$ cat src/rtl/glb_dma_header_queue_if.sv
// glb_dma_header_queue_if: header push/issue bus; GLB_HDR_QUEUE_STAT_EN adds stat_clr/ovf_err/zero_err
interface glb_dma_header_queue_if #(
    parameter int QUEUE_DEPTH         = 4,
    parameter int GLB_ADDR_WIDTH      = 22,
    parameter int MAX_NUM_WORDS_WIDTH = 21
);
    localparam int CNT_WIDTH = $clog2(QUEUE_DEPTH + 1);
    logic                           push_valid;
    logic                           push_ready;
    logic [GLB_ADDR_WIDTH-1:0]      push_start_addr;
    logic [MAX_NUM_WORDS_WIDTH-1:0] push_num_words;
    logic                           push_is_repeat;
    logic                           flush;
    logic                           hdr_valid;
    logic                           hdr_ready;
    logic [GLB_ADDR_WIDTH-1:0]      hdr_start_addr;
    logic [MAX_NUM_WORDS_WIDTH-1:0] hdr_num_words;
    logic                           hdr_is_repeat;
    logic [CNT_WIDTH-1:0]           count;
`ifdef GLB_HDR_QUEUE_STAT_EN
    logic                           stat_clr;
    logic                           ovf_err;
    logic                           zero_err;
    modport master (
        output push_valid, push_start_addr, push_num_words, push_is_repeat, flush, hdr_ready, stat_clr,
        input  push_ready, hdr_valid, hdr_start_addr, hdr_num_words, hdr_is_repeat, count, ovf_err, zero_err
    );
    modport slave (
        input  push_valid, push_start_addr, push_num_words, push_is_repeat, flush, hdr_ready, stat_clr,
        output push_ready, hdr_valid, hdr_start_addr, hdr_num_words, hdr_is_repeat, count, ovf_err, zero_err
    );
`else
    modport master (
        output push_valid, push_start_addr, push_num_words, push_is_repeat, flush, hdr_ready,
        input  push_ready, hdr_valid, hdr_start_addr, hdr_num_words, hdr_is_repeat, count
    );
    modport slave (
        input  push_valid, push_start_addr, push_num_words, push_is_repeat, flush, hdr_ready,
        output push_ready, hdr_valid, hdr_start_addr, hdr_num_words, hdr_is_repeat, count
    );
`endif
endinterface

$ cat src/rtl/glb_dma_header_queue.sv
// glb_dma_header_queue: FWFT DMA header FIFO with repeat recycling; GLB_HDR_QUEUE_STAT_EN adds sticky error flags
module glb_dma_header_queue #(
    parameter int QUEUE_DEPTH         = 4,
    parameter int GLB_ADDR_WIDTH      = 22,
    parameter int MAX_NUM_WORDS_WIDTH = 21
) (
    input logic                   clk,
    input logic                   reset,
    glb_dma_header_queue_if.slave q
);
    localparam int CNT_WIDTH = $clog2(QUEUE_DEPTH + 1);
    localparam int EW        = GLB_ADDR_WIDTH + MAX_NUM_WORDS_WIDTH + 1;
    localparam int PW        = QUEUE_DEPTH > 1 ? $clog2(QUEUE_DEPTH) : 1;
    typedef logic [PW-1:0] ptr_t;

    function automatic ptr_t inc(input ptr_t p);
        return (p == PW'(QUEUE_DEPTH - 1)) ? '0 : p + 1'b1;
    endfunction

    logic [EW-1:0]        r_mem [QUEUE_DEPTH];
    ptr_t                 r_wr_ptr, r_rd_ptr;
    logic [CNT_WIDTH-1:0] r_count;
    logic [EW-1:0]        w_head, w_push_ent;
    logic                 w_valid, w_ready, w_push, w_pop, w_rec;

    assign w_valid    = r_count != '0;
    assign w_ready    = r_count < CNT_WIDTH'(QUEUE_DEPTH);
    assign w_head     = r_mem[r_rd_ptr];
    assign w_push_ent = {q.push_start_addr, q.push_num_words, q.push_is_repeat};
    assign w_push     = q.push_valid & w_ready & (q.push_num_words != '0);
    assign w_pop      = w_valid & q.hdr_ready;
    assign w_rec      = w_pop & w_head[0];

    assign q.push_ready = w_ready;
    assign q.hdr_valid  = w_valid;
    assign q.count      = r_count;
    assign {q.hdr_start_addr, q.hdr_num_words, q.hdr_is_repeat} = w_valid ? w_head : '0;

    // Storage is never cleared; count=0 masks stale entries after flush/reset.
    always_ff @(posedge clk) begin
        if (!reset && !q.flush) begin
            if (w_rec) r_mem[r_wr_ptr] <= w_head;
            if (w_push) r_mem[w_rec ? inc(r_wr_ptr) : r_wr_ptr] <= w_push_ent;
        end
    end

    always_ff @(posedge clk) begin
        if (reset || q.flush) begin
            r_count  <= '0;
            r_wr_ptr <= '0;
            r_rd_ptr <= '0;
        end else begin
            r_count  <= r_count + CNT_WIDTH'(w_push) - CNT_WIDTH'(w_pop) + CNT_WIDTH'(w_rec);
            r_rd_ptr <= w_pop ? inc(r_rd_ptr) : r_rd_ptr;
            r_wr_ptr <= (w_rec && w_push) ? inc(inc(r_wr_ptr)) : (w_rec || w_push) ? inc(r_wr_ptr) : r_wr_ptr;
        end
    end

`ifdef GLB_HDR_QUEUE_STAT_EN
    logic r_ovf_err, r_zero_err;
    assign q.ovf_err  = r_ovf_err;
    assign q.zero_err = r_zero_err;
    always_ff @(posedge clk) begin
        if (reset) begin
            r_ovf_err  <= 1'b0;
            r_zero_err <= 1'b0;
        end else begin
            r_ovf_err  <= (q.push_valid & ~w_ready) | (r_ovf_err & ~q.stat_clr);
            r_zero_err <= (q.push_valid & w_ready & (q.push_num_words == '0)) | (r_zero_err & ~q.stat_clr);
        end
    end
`endif
endmodule

$ cat src/flat_wrapper.sv
// flat-port wrapper written by rule: the top's interface ports become plain ports
module glb_dma_header_queue_flat 
#(
    parameter int QUEUE_DEPTH         = 4,
    parameter int GLB_ADDR_WIDTH      = 22,
    parameter int MAX_NUM_WORDS_WIDTH = 21
)
  (clk, reset, q_push_valid, q_push_start_addr, q_push_num_words, q_push_is_repeat, q_flush, q_hdr_ready, q_push_ready, q_hdr_valid, q_hdr_start_addr, q_hdr_num_words, q_hdr_is_repeat, q_count);
  glb_dma_header_queue_if #(.QUEUE_DEPTH(QUEUE_DEPTH), .GLB_ADDR_WIDTH(GLB_ADDR_WIDTH), .MAX_NUM_WORDS_WIDTH(MAX_NUM_WORDS_WIDTH)) q_i ();
  input logic clk;
  input logic reset;
  input wire logic [$bits(q_i.push_valid)-1:0] q_push_valid;
  input wire logic [$bits(q_i.push_start_addr)-1:0] q_push_start_addr;
  input wire logic [$bits(q_i.push_num_words)-1:0] q_push_num_words;
  input wire logic [$bits(q_i.push_is_repeat)-1:0] q_push_is_repeat;
  input wire logic [$bits(q_i.flush)-1:0] q_flush;
  input wire logic [$bits(q_i.hdr_ready)-1:0] q_hdr_ready;
  output wire logic [$bits(q_i.push_ready)-1:0] q_push_ready;
  output wire logic [$bits(q_i.hdr_valid)-1:0] q_hdr_valid;
  output wire logic [$bits(q_i.hdr_start_addr)-1:0] q_hdr_start_addr;
  output wire logic [$bits(q_i.hdr_num_words)-1:0] q_hdr_num_words;
  output wire logic [$bits(q_i.hdr_is_repeat)-1:0] q_hdr_is_repeat;
  output wire logic [$bits(q_i.count)-1:0] q_count;
  assign q_i.push_valid = q_push_valid;
  assign q_i.push_start_addr = q_push_start_addr;
  assign q_i.push_num_words = q_push_num_words;
  assign q_i.push_is_repeat = q_push_is_repeat;
  assign q_i.flush = q_flush;
  assign q_i.hdr_ready = q_hdr_ready;
  assign q_push_ready = q_i.push_ready;
  assign q_hdr_valid = q_i.hdr_valid;
  assign q_hdr_start_addr = q_i.hdr_start_addr;
  assign q_hdr_num_words = q_i.hdr_num_words;
  assign q_hdr_is_repeat = q_i.hdr_is_repeat;
  assign q_count = q_i.count;
  glb_dma_header_queue #(.QUEUE_DEPTH(QUEUE_DEPTH), .GLB_ADDR_WIDTH(GLB_ADDR_WIDTH), .MAX_NUM_WORDS_WIDTH(MAX_NUM_WORDS_WIDTH)) u_core (.clk(clk), .reset(reset), .q(q_i));
endmodule
$ cat config.mk
export PLATFORM = sky130hd
export DESIGN_NAME = glb_dma_header_queue_flat
export DESIGN_NICKNAME = d
export VERILOG_FILES = /design/src/rtl/glb_dma_header_queue_if.sv /design/src/rtl/glb_dma_header_queue.sv /design/src/flat_wrapper.sv
export SDC_FILE = /design/constraint.sdc
export NUM_CORES = 1
export LEC_CHECK = 0
export CORE_ASPECT_RATIO = 0.6
export CORE_MARGIN = 4
export CORE_UTILIZATION = 35
export DETAILED_ROUTE_END_ITERATION = 8
export DONT_BUFFER_PORTS = 1
export HOLD_SLACK_MARGIN = 0.05
export SYNTH_ARGS = -nofsm -noshare
export SYNTH_HDL_FRONTEND = slang
export SYNTH_SLANG_ARGS = --single-unit
$ cat constraint.sdc
create_clock -name clk -period 4.3 [get_ports clk]
set_clock_uncertainty 0.05 [all_clocks]
set_input_delay 0.86 -clock clk [delete_from_list [all_inputs] [get_ports clk]]
set_output_delay 0.86 -clock clk [all_outputs]
set_load 0.03 [all_outputs]
## Word-level counts from Yosys, hierarchy flattened

Memories as Yosys holds them, arrays and structs flattened. A register that Yosys moved wholly into a read port is not among the register bits.
Cells that the tools add are included.

| storage, ports and cells | value |
|---|---|
| register bits | 7 |
| RAM bits | 176 |
| output and inout bits | 49 |
| word-level logic and storage cells | 42 |
| memories kept | 1 |

Memory list:

| name | words | bits a word | read ports | clocked after Yosys merged registers in | write ports | RTL line | RTL |
|---|---|---|---|---|---|---|---|
| u_core.r_mem | 4 | 44 | 1 | 1 | 2 | glb_dma_header_queue.sv:20 | `logic [EW-1:0] r_mem [QUEUE_DEPTH];` |

| cells by class | value |
|---|---|
| add/subtract/negate cells | 6 |
| magnitude comparators | 1 |
| equality and inequality tests | 3 |
| mux-type cells | 15 |
| bitwise operators | 4 |
| reduce and logical (&&, ||, !) cells | 9 |

Operators by type and width:

| operator | number |
|---|---|
| $mux W44 | 1 |
| $reduce_bool A21 Y1 | 1 |
| $mux W2 | 8 |
| $add A2 B1 Y2 const B | 3 |
| $add A3 B1 Y3 | 2 |
| $eq A2 B2 Y1 const B | 3 |
| $mux W1 | 6 |
| $and A1 B1 Y1 | 4 |
| $lt A3 B3 Y1 const B | 1 |
| $reduce_bool A3 Y1 | 1 |
| $sub A3 B1 Y3 | 1 |
| $logic_and A1 B1 Y1 | 2 |
| $logic_not A1 Y1 | 2 |
| $logic_or A1 B1 Y1 | 2 |
| $reduce_bool A2 Y1 | 1 |

## Logic depth before layout (Yosys ltp)

Gate-level depths: netlist (run 1).

| logic depth | value |
|---|---|
| depth after elaboration | 6 |
| gate-level depth with buffers | 12 |

## Least setup slack after synthesis (run 1)

OpenSTA, ideal clock, no wires.

| path | value |
|---|---|
| kind | register -> register |
| start | reg u_core.r_count[2] (netlist: u_core.q.count[2]) |
| end | mem u_core.r_mem[3][0] (netlist name), enable pin |
| setup time | 0.460 ns |
| arrival time | 3.936 ns |
| setup slack | -0.146 ns |
| cell stages (with the launch flop) | 11 |
| path buffers | 2 |
| cells stage by stage | dfxtp_1 or3_1 buf_2 nand2_2 inv_2 nand2_4 inv_2 clkbuf_1 nand3_1 a21o_1 a21oi_1 |

RTL lines:

| item | RTL line | RTL |
|---|---|---|
| start: declaration | glb_dma_header_queue.sv:22 | `logic [CNT_WIDTH-1:0] r_count;` |
| start signal: assignment | glb_dma_header_queue.sv:53 | `r_count <= r_count + CNT_WIDTH'(w_push) - CNT_WIDTH'(w_pop) + CNT_WIDTH'(w_rec);` |
| end: declaration | glb_dma_header_queue.sv:20 |  |

==> results by group, run 1 <==
Route
  • Total wirelength of the detailed-routed design: 23.10 mm
  • Routed metal-1 wirelength: 11.13 mm
  • DRC violation total after the first TritonRoute iteration: 420
  • Highest metal layer with signal wires: met4
  • Via density: 5.380
  • Routed wire length on met2: 10.47 mm
  • Number of detailed-routing iterations run before antenna repair: 4
  • Antenna-violating nets left: 0
  • Remaining design rule violation count: 0
  • Number of vias in the routed layout: 5025
  • Wire length on met3: 1.418 mm
  • Routed wire per std cell: 24.73 µm

Pwr
  • Post-route total power: 4.252 mW
  • Internal Pwr Total: 3.091 mW
  • Net load switching power: 1.161 mW
  • VDD IR max: 0.0002173 V
  • Pwr/cell area: 400.6 mW/mm²
  • P_leak: 3.338 nW
  • Switching Share: 27.31%
  • Clk network pwr share: 36.5%
  • Flop pwr share: 48.3%
  • Logic pwr share: 15.2%

Timing
  • Max-Slew Margin vs Limit: 34.60%
  • Setup repair after global routing missed its margin: no
  • Setup TNS: 0 ns
  • Max Transition Viols Final: 0
  • Fraction of the cycle the final worst path needs: 85.29%
  • Final-report setup violation count: 0
  • Crit path time final: 3.667 ns
  • Slew of the pin with the lowest slew margin: 0.9810 ns
  • Top achievable clock speed: 272.7 MHz
  • Fin. Hold Viols: 0

Die
  • Full die area: 0.03055 mm²
  • Placement row count: 46
  • Number of I/O pins: 98
  • Core ar.: 0.02688 mm²
  • Die Y-Extent: 137.0 µm
  • Starting density of the core: 36.11%
  • Horizontal die dimension: 223.0 µm

Yosys
  • Post-synth top area cell: sky130_fd_sc_hd__edfxtp_1
  • Avg Cell Area, Syn: 17.30 µm²
  • Number of warning messages in the yosys log: 0
  • Ranking of synthesized cells by area: sky130_fd_sc_hd__edfxtp_1 54%, sky130_fd_sc_hd__mux2_2 13%, sky130_fd_sc_hd__mux4_2 10%
  • Most used standard cell by instance count after synthesis: sky130_fd_sc_hd__edfxtp_1
  • Share of Yosys cell area claimed by the top area cell type: 54.45%
  • Synthesis-stage register bit count: 185
  • Post-synthesis async set-or-reset flop share: 0%
  • Main flop type after synthesis: sky130_fd_sc_hd__edfxtp_1
  • Sequential share of the synthesized area: 56.30%
  • Top cells by instance count after synthesis: 176 x sky130_fd_sc_hd__edfxtp_1, 116 x sky130_fd_sc_hd__mux2_2, 46 x sky130_fd_sc_hd__and2_1
  • Cell area after synthesis: 0.009707 mm²
  • Unique cell type count in the Yosys netlist: 49
  • Mapped Nets: 618
  • Cells after Synth: 561
  • Number of enable-type register cells in the synthesized netlist: 176

Finish
  • Post-Route Utilization: 39.49%
  • Area added between synthesis and finish: 9.345%
  • Fraction of layout cells with a size suffix above 1: 46.52%
  • Diode count: 0
  • Net count, final: 618
  • Filler cell count: 2378

Worst hold path
  • Worst hold path startpoint: u_core.r_rd_ptr[0]
  • Worst hold path cell count: 2
  • Type of the worst min-delay path: reg -> reg

GRT
  • Number of global-route vias before repair: 5431
  • Total routing usage reported by global routing: 15.41%
  • Maximum number of pins on one net before global-route repair: 46
  • First-pass GRT wire length: 35.12 mm
  • GRT overflow: 0
  • Antenna violations before repair: 0

Clocking
  • Buffer count from post-CTS setup fixing: 0
  • H-Tree Level Count: 4
  • Number of buffers on the longest clock path: 2
  • Number of instances resized during post-cts repair: 0
  • CTS Buf Count: 17
  • CTS tree: built
  • Post-cts hold buffer count: 0
  • Number of clock sinks seen by CTS: 185
  • Buffer type at the clock tree root: sky130_fd_sc_hd__clkbuf_16
  • Source-to-sink clock delay at the later pin of the worst-skew pair: 0.43 ns
  • Post-CTS clock slew at the launch and capture registers of the worst setup and hold paths: 0.07 ns

Outcome
  • Outcome: finished, final reports clean

Setup path
  • Cell Chain, Critical Path: inv_1, ha_1, nor3_1, a22oi_2, nor2_4, buf_4, mux2_2
  • Required time at the endpoint of the critical path: 4.43 ns
  • Family of cells with the greatest summed delay on the critical path: simple AND/OR/NAND/NOR gates
  • Buffering stage count on the worst path with inverters included: 2
  • Cell type of the slowest stage on the worst timing path: sky130_fd_sc_hd__nor2_4
  • Worst R2R Start: u_core.r_wr_ptr[0]
  • Maximum single-stage delay on the critical path: 0.77 ns
  • Setup crit end kind: flip-flop
  • Crit Reg-Reg Endpoint: u_core.r_mem[1][2]
  • Startpoint class of the critical path: flip-flop
  • Setup slack of the most critical reg-to-reg path: 0.63 ns
  • Biggest fanout along the worst timing path: 25
  • Signal arrival time at the worst endpoint: 3.80 ns
  • Worst reg-to-reg path cell count: 7
  • Worst setup path category: reg -> reg

Placed design
  • Final Wtd Congestion: 0.7467
  • Post-DP HPWL: 13.89 mm
  • Count of buffers from port buffering: 0

Run
  • Number of maximum-capacitance violations: 0
registers in the layout, indices dropped and copies added, names as in the netlist, named ones only:
name / count
u_core.q.count: 3
u_core.r_mem: 176
u_core.r_rd_ptr: 2
u_core.r_wr_ptr: 2
worst max path at each step:
stage	start	to	depth (start not counted)
CTS	u_core.r_wr_ptr[0]	u_core.r_mem[1][2]	7
floorplan	u_core.r_wr_ptr[0]	u_core.r_mem[1][0]	7
global placement	q_push_num_words[13]	u_core.q.count[2]	11
finish	u_core.r_wr_ptr[0]	u_core.r_mem[1][2]	7
detailed placement	q_push_num_words[13]	u_core.q.count[2]	11
global route	u_core.q.count[1]	u_core.r_mem[1][2]	9
area by class of cell:
class | instances | area [µm²] | share of cell area, %
Multi-Input combinational cell | 334 | 3984 | 37.53
Timing Repair Buffer | 15 | 112.6 | 1.061
Tap cell | 360 | 450.4 | 4.244
Inverter | 8 | 30.03 | 0.2829
Sequential cell | 185 | 5470 | 51.54
Clock buffer | 17 | 425.4 | 4.008
Clock inverter | 15 | 141.4 | 1.332
cells by family (layout without fill, tap and decap cells):
group / Yosys count / after routing / share of synthesized area [%]
adder cells (fa/ha/maj): 8 / 8 / 1.186
multiplexers: 223 / 223 / 32.48
AND/OR/NAND/NOR: 82 / 82 / 5.143
XOR/XNOR: 2 / 2 / 0.1805
buffers and inverters: 42 / 55 / 2.861
AO/OA/AOI/OAI: 19 / 19 / 1.843
flip-flops: 185 / 185 / 56.30
cell usage in the layout, fill, tap and decap left out, types with 7 or more instances in the layout:
master,n
sky130_fd_sc_hd__and2_1,46
sky130_fd_sc_hd__mux2_4,40
sky130_fd_sc_hd__clkbuf_16,17
sky130_fd_sc_hd__nor2_1,9
sky130_fd_sc_hd__mux2_2,116
sky130_fd_sc_hd__mux2_1,20
sky130_fd_sc_hd__edfxtp_1,176
sky130_fd_sc_hd__dfxtp_1,7
sky130_fd_sc_hd__mux4_2,44
sky130_fd_sc_hd__buf_4,15
tightest hold or removal path, delay by kind of cell, from the launching register on:
kind               cells  cell delay, ns
and+or+nand+nor        1            0.06
AOI/OAI and AO/OA      1            0.13
DFF                    1            0.33
power by group through the flow:
stage | registers, mW | clock network [mW] | logic [mW]
floorplan | 2.09 | 0 | 0.535
global placement | 2.09 | 0 | 0.642
detailed placement | 2.10 | 0 | 0.658
CTS | 2.06 | 1.59 | 0.660
global route | 2.06 | 1.65 | 0.697
finish | 2.06 | 1.55 | 0.646
metrics by stage:
| step | hold WS (ns) | cell area [µm²] | instances | setup slack [ns] |
|---|---|---|---|---|
| 3_3_place_gp | 0.4836 | 10050 | 902 | 0.4639 |
| 4_1_cts | 0.4966 | 10610 | 934 | 0.6227 |
| 3_5_place_dp | 0.4811 | 10050 | 902 | 0.3824 |
| 2_1_floorplan | 0.4415 | 9711 | 561 | 0.3090 |
| 6_report | 0.5081 | 10610 | 934 | 0.6325 |
| 5_1_grt | 0.5425 | 10610 | 934 | 0.4272 |
metal layers:
metal	up-vias	global-route usage (%)
met1	2678	21.37
li1	2224	-
met4	0	3.319
met2	115	23.82
met3	8	5.123
met5	-	0
(Power assumes the default switching activity.)
==> inputs of run 2 (changes only) <==
SETUP_SLACK_MARGIN = 0.4   (was not set)
==> results by group, run 2 (synthesis results as in run 1) <==
Die
  • Die Y-Extent: 137.0 µm
  • Placement row count: 46
  • Horizontal die dimension: 223.0 µm
  • Full die area: 0.03055 mm²
  • Starting density of the core: 36.11%
  • Number of I/O pins: 98
  • Core ar.: 0.02688 mm²

Clocking
  • CTS tree: built
  • Buffer type at the clock tree root: sky130_fd_sc_hd__clkbuf_16
  • Post-cts hold buffer count: 0
  • H-Tree Level Count: 4
  • Source-to-sink clock delay at the later pin of the worst-skew pair: 0.45 ns
  • Post-CTS clock slew at the launch and capture registers of the worst setup and hold paths: 0.07 ns
  • Number of buffers on the longest clock path: 2
  • Buffer count from post-CTS setup fixing: 0
  • Number of clock sinks seen by CTS: 185
  • Number of instances resized during post-cts repair: 0
  • CTS Buf Count: 17

Pwr
  • VDD IR max: 0.0002651 V
  • Clk network pwr share: 37.6%
  • P_leak: 3.391 nW
  • Internal Pwr Total: 3.128 mW
  • Logic pwr share: 15.1%
  • Net load switching power: 1.212 mW
  • Pwr/cell area: 404.9 mW/mm²
  • Switching Share: 27.92%
  • Flop pwr share: 47.3%

Finish
  • Area added between synthesis and finish: 10.42%
  • Final cell count without fillers: 936
  • Fraction of layout cells with a size suffix above 1: 47.05%
  • Filler cell count: 2372
  • Multi-input gate area in the final layout: 0.003984 mm²
  • Net count, final: 620
  • Diode count: 0
  • Most common cell after layout, fill and taps aside: sky130_fd_sc_hd__edfxtp_1
  • Flip-flop and latch area: 0.005470 mm²
  • Most flops, register: u_core.r_mem
  • Commonest non-fill, non-tap cells in the layout: 176 x sky130_fd_sc_hd__edfxtp_1, 116 x sky130_fd_sc_hd__mux2_2, 46 x sky130_fd_sc_hd__and2_1
  • Design area: 0.01072 mm²
  • Number of flip-flops under the largest register name: 176

Timing
  • Top achievable clock speed: 277.7 MHz
  • Final-report setup violation count: 0
  • Post-route worst setup slack: 0.6983 ns
  • Max-Slew Margin vs Limit: 19.24%
  • Slew of the pin with the lowest slew margin: 1.209 ns
  • Setup repair after global routing missed its margin: no
  • Fin. Hold Viols: 0
  • Setup TNS: 0 ns
  • Crit path time final: 3.602 ns
  • Max Transition Viols Final: 0
  • Fraction of the cycle the final worst path needs: 83.76%

Setup path
  • Required time at the endpoint of the critical path: 4.44 ns
  • Maximum single-stage delay on the critical path: 0.97 ns
  • Family of cells with the greatest summed delay on the critical path: compound AO/OA/AOI/OAI gates
  • Crit path depth: 9
  • Biggest fanout along the worst timing path: 28
  • Cell Chain, Critical Path: or3_2, nand2_2, inv_2, nand2_4, inv_2, nand3_1, a21oi_4, buf_4, mux2_2
  • Worst setup path category: reg -> reg
  • Buffering stage count on the worst path with inverters included: 3
  • Startpoint class of the critical path: flip-flop
  • Setup crit end kind: flip-flop
  • Worst reg-to-reg path cell count: 9
  • Cell type of the slowest stage on the worst timing path: sky130_fd_sc_hd__a21oi_4
  • Most repeated library cell on the critical path: sky130_fd_sc_hd__inv_2
  • Signal arrival time at the worst endpoint: 3.74 ns

GRT
  • Maximum number of pins on one net before global-route repair: 46
  • GRT overflow: 0
  • Total routing usage reported by global routing: 15.37%
  • Number of global-route vias before repair: 5481
  • Antenna violations before repair: 0
  • First-pass GRT wire length: 34.64 mm

Route
  • Number of detailed-routing iterations run before antenna repair: 6
  • Remaining design rule violation count: 0
  • Number of vias in the routed layout: 5162
  • DRC violation total after the first TritonRoute iteration: 479
  • Routed wire per std cell: 24.72 µm
  • Total wirelength of the detailed-routed design: 23.14 mm
  • Via density: 5.515
  • Antenna-violating nets left: 0

Worst hold path
  • Type of the worst min-delay path: reg -> reg
  • Worst hold path cell count: 2

Placed design
  • Count of buffers from port buffering: 0
  • Final Wtd Congestion: 0.8150
  • Worst Setup Slack post-DPL: 0.3422 ns
  • Post-DP HPWL: 14.12 mm
  • Instance area at placement: 0.01010 mm²
  • Placed Cells incl. Taps: 904

Run
  • Number of maximum-capacitance violations: 0

Outcome
  • Outcome: finished, final reports clean
-- run 2: cell count changes in the layout (fill, tap and decap cells not counted) --
cell / before / now
sky130_fd_sc_hd__clkinv_1: 2 / 0
sky130_fd_sc_hd__clkinv_2: 1 / 0
sky130_fd_sc_hd__clkinvlp_4: 4 / 0
sky130_fd_sc_hd__inv_8: 3 / 4
sky130_fd_sc_hd__clkinv_4: 0 / 1
sky130_fd_sc_hd__clkinv_8: 0 / 4
sky130_fd_sc_hd__buf_4: 15 / 14
sky130_fd_sc_hd__buf_12: 0 / 3
sky130_fd_sc_hd__inv_6: 4 / 5
-- run 2: worst reg2reg max path, stage by stage (launching register included) --
cell                      delay, ns
sky130_fd_sc_hd__dfxtp_1       0.62
sky130_fd_sc_hd__or3_2         0.25
sky130_fd_sc_hd__nand2_2       0.08
sky130_fd_sc_hd__inv_2         0.13
sky130_fd_sc_hd__nand2_4       0.10
sky130_fd_sc_hd__inv_2         0.21
sky130_fd_sc_hd__nand3_1       0.17
sky130_fd_sc_hd__a21oi_4       0.97
sky130_fd_sc_hd__buf_4         0.40
sky130_fd_sc_hd__mux2_2        0.36
-- run 2: path summary, 6_finish.rpt --
kind	start	to	slack [ns]
setup / recovery	u_core.q.count[0]	u_core.r_mem[3][10]	0.70
hold / removal	u_core.r_rd_ptr[1]	flip-flop	0.50
setup reg to reg	u_core.q.count[0]	u_core.r_mem[3][10]	0.70
hold reg to reg	u_core.r_rd_ptr[1]	flip-flop	0.50
-- run 2: power groups by stage --
stage | clock (mW) | combinational, mW | sequential (mW)
6_report | 1.63 | 0.655 | 2.05
5_1_grt | 1.74 | 0.707 | 2.06
4_1_cts | 1.66 | 0.669 | 2.05
3_5_place_dp | 0 | 0.667 | 2.09
3_3_place_gp | 0 | 0.649 | 2.09
2_1_floorplan | 0 | 0.535 | 2.09
-- run 2: layout make-up --
type,instances,area share [%]
multi-input combinational,334,37.17
clock buffer,17,3.969
sequential,185,51.04
clock inverter,15,1.798
timing repair buffer,17,1.541
tap,360,4.203
inverter,8,0.2802
-- run 2: per-stage QoR --
step,util [%],hold WS [ns],power (mW)
after floorplan,-,0.4415,2.627
after global placement,37.58,0.4880,2.741
after detailed placement,37.58,0.4915,2.761
after CTS,39.88,0.5103,4.385
after global routing,39.88,0.5309,4.505
final,39.88,0.5035,4.339
-- run 2: routing by layer --
layer  vias up  routed length (µm)  global-route usage [%]  part of all wire [%]
met5         -                   0                       0                     0
met4         0                 197                   3.147                  0.85
met3        17                1937                   5.981                   8.4
met2       179               10600                   23.74                    46
met1      2730               10410                   20.81                    45
li1       2236                   -                       -                     -
==> inputs of run 3 (changes only) <==
clock period = 3.6 ns   (was 4.3 ns; I/O delays follow)
==> results by group, run 3 (synthesis results as in run 1) <==
Finish
  • Fraction of layout cells with a size suffix above 1: 47.81%
  • Area added between synthesis and finish: 11.38%
  • Net count, final: 638
  • Most common cell after layout, fill and taps aside: sky130_fd_sc_hd__edfxtp_1
  • Most flops, register: u_core.r_mem
  • Post-Route Utilization: 40.22%
  • Number of flip-flops under the largest register name: 176
  • Commonest non-fill, non-tap cells in the layout: 176 x sky130_fd_sc_hd__edfxtp_1, 116 x sky130_fd_sc_hd__mux2_2, 46 x sky130_fd_sc_hd__and2_1
  • Diode count: 0
  • Final cell count without fillers: 954

Run
  • Number of maximum-capacitance violations: 0

Clocking
  • CTS tree: built
  • CTS Buf Count: 17
  • Number of buffers on the longest clock path: 2
  • H-Tree Level Count: 4
  • Post-CTS clock slew at the launch and capture registers of the worst setup and hold paths: 0.07 ns
  • Number of clock sinks seen by CTS: 185
  • Source-to-sink clock delay at the later pin of the worst-skew pair: 0.44 ns
  • Post-cts hold buffer count: 0
  • Buffer type at the clock tree root: sky130_fd_sc_hd__clkbuf_16

Setup path
  • Cell Chain, Critical Path: buf_8, mux4_2, and2_1
  • Startpoint class of the critical path: flip-flop
  • Required time at the endpoint of the critical path: 2.83 ns
  • Setup crit end kind: output pin
  • Worst setup path category: reg -> out
  • Buffering stage count on the worst path with inverters included: 1
  • Family of cells with the greatest summed delay on the critical path: multiplexers
  • Cell type of the slowest stage on the worst timing path: sky130_fd_sc_hd__mux4_2
  • Signal arrival time at the worst endpoint: 2.24 ns
  • Biggest fanout along the worst timing path: 43
  • Maximum single-stage delay on the critical path: 0.65 ns

Placed design
  • Final Wtd Congestion: 0.7753
  • Placed Cells incl. Taps: 912
  • Count of buffers from port buffering: 0
  • Post-DP HPWL: 14.48 mm

Timing
  • Max-Slew Margin vs Limit: 37.23%
  • Setup TNS: 0 ns
  • Setup repair after global routing missed its margin: no
  • Fraction of the cycle the final worst path needs: 83.68%
  • Max Transition Viols Final: 0
  • Fin. Hold Viols: 0
  • Top achievable clock speed: 332.0 MHz
  • Slew of the pin with the lowest slew margin: 0.9406 ns
  • Crit path time final: 3.012 ns
  • Final-report setup violation count: 0
  • Post-Route Hold Slack: 0.4302 ns

Pwr
  • P_leak: 3.454 nW
  • Post-route total power: 5.158 mW
  • VDD IR max: 0.0002213 V
  • Pwr/cell area: 477.1 mW/mm²

GRT
  • Antenna violations before repair: 0
  • Maximum number of pins on one net before global-route repair: 46
  • First-pass GRT wire length: 35.69 mm
  • GRT overflow: 0
  • Total routing usage reported by global routing: 15.85%
  • Number of global-route vias before repair: 5674

Route
  • Routed wire per std cell: 25.17 µm
  • DRC violation total after the first TritonRoute iteration: 326
  • Antenna-violating nets left: 0
  • Via density: 5.444
  • Remaining design rule violation count: 0
  • Number of detailed-routing iterations run before antenna repair: 4
  • Total wirelength of the detailed-routed design: 24.01 mm
  • Number of vias in the routed layout: 5194

Die
  • Full die area: 0.03055 mm²
  • Die Y-Extent: 137.0 µm
  • Number of I/O pins: 98
  • Placement row count: 46
  • Horizontal die dimension: 223.0 µm
  • Starting density of the core: 36.11%
  • Core ar.: 0.02688 mm²

Worst hold path
  • Type of the worst min-delay path: in -> reg

Outcome
  • Outcome: finished, final reports clean
run 3: cell count changes in the layout (fill, tap and decap cells not counted), sizes merged:
cell | before | now
buf | 17 | 33
bufinv | 1 | 3
clkinv | 5 | 9
clkinvlp | 0 | 3
inv | 17 | 8
nor2 | 13 | 15
run 3: worst register-to-register path, delay by kind of cell, from the launching register on:
kind | cells | cell delay [ns]
AO/OA/AOI/OAI | 1 | 0.11
adder cells (fa/ha/maj) | 1 | 0.43
flip-flops | 1 | 0.54
AND/OR/NAND/NOR | 2 | 0.64
multiplexers | 1 | 0.38
buffers and inverters | 2 | 0.58
run 3: per-layer routing:
metal / GRT usage (%) / share of wire, %
met5: 0 / 0
met4: 4.447 / 1.1
met3: 4.394 / 6.3
met2: 24.79 / 46
met1: 21.87 / 46
run 3: final cells by class:
| type | instances | area [µm²] |
|---|---|---|
| clock inverters | 15 | 158.9 |
| inverters | 8 | 30.03 |
| repair buffers | 33 | 280.3 |
| well taps | 360 | 450.4 |
| fillers | 2418 | 16070 |
| flip-flops and latches | 185 | 5470 |
| clock buffers | 17 | 425.4 |
| multi-input cells | 336 | 3996 |
run 3: final timing paths:
check | start | endpoint | slack (ns) | cells past startpoint
min | q_push_num_words[6] | u_core.r_mem[0][7] | 0.43 | 1
max reg2reg | u_core.r_wr_ptr[0] | u_core.r_mem[0][40] | 0.62 | 7
max | flip-flop | q_hdr_start_addr[5] | 0.59 | 3
min reg2reg | u_core.r_rd_ptr[1] | flip-flop | 0.50 | 2
run 3: per-stage QoR:
| step | worst slack, ns | area, µm² |
|---|---|---|
| final | 0.5877 | 10810 |
| after global routing | 0.4282 | 10810 |
| after CTS | 0.4373 | 10750 |
| after detailed placement | 0.3189 | 10150 |
| after global placement | 0.3451 | 10150 |
| after floorplan | 0.5365 | 9726 |
run 3: power by group:
| part | switching, mW | internal (mW) |
|---|---|---|
| registers | 0.0160 | 2.43 |
| clock network | 0.833 | 1.08 |
| logic | 0.499 | 0.300 |
| total | 1.35 | 3.81 |
run 3: timing repair:
item / in CTS / in global routing
gates resized for setup: 2 / 0
setup buffers: 0 / 8
setup endpoints to repair: 73 / 105
pin swaps: 1 / 3
gates cloned: 1 / 1
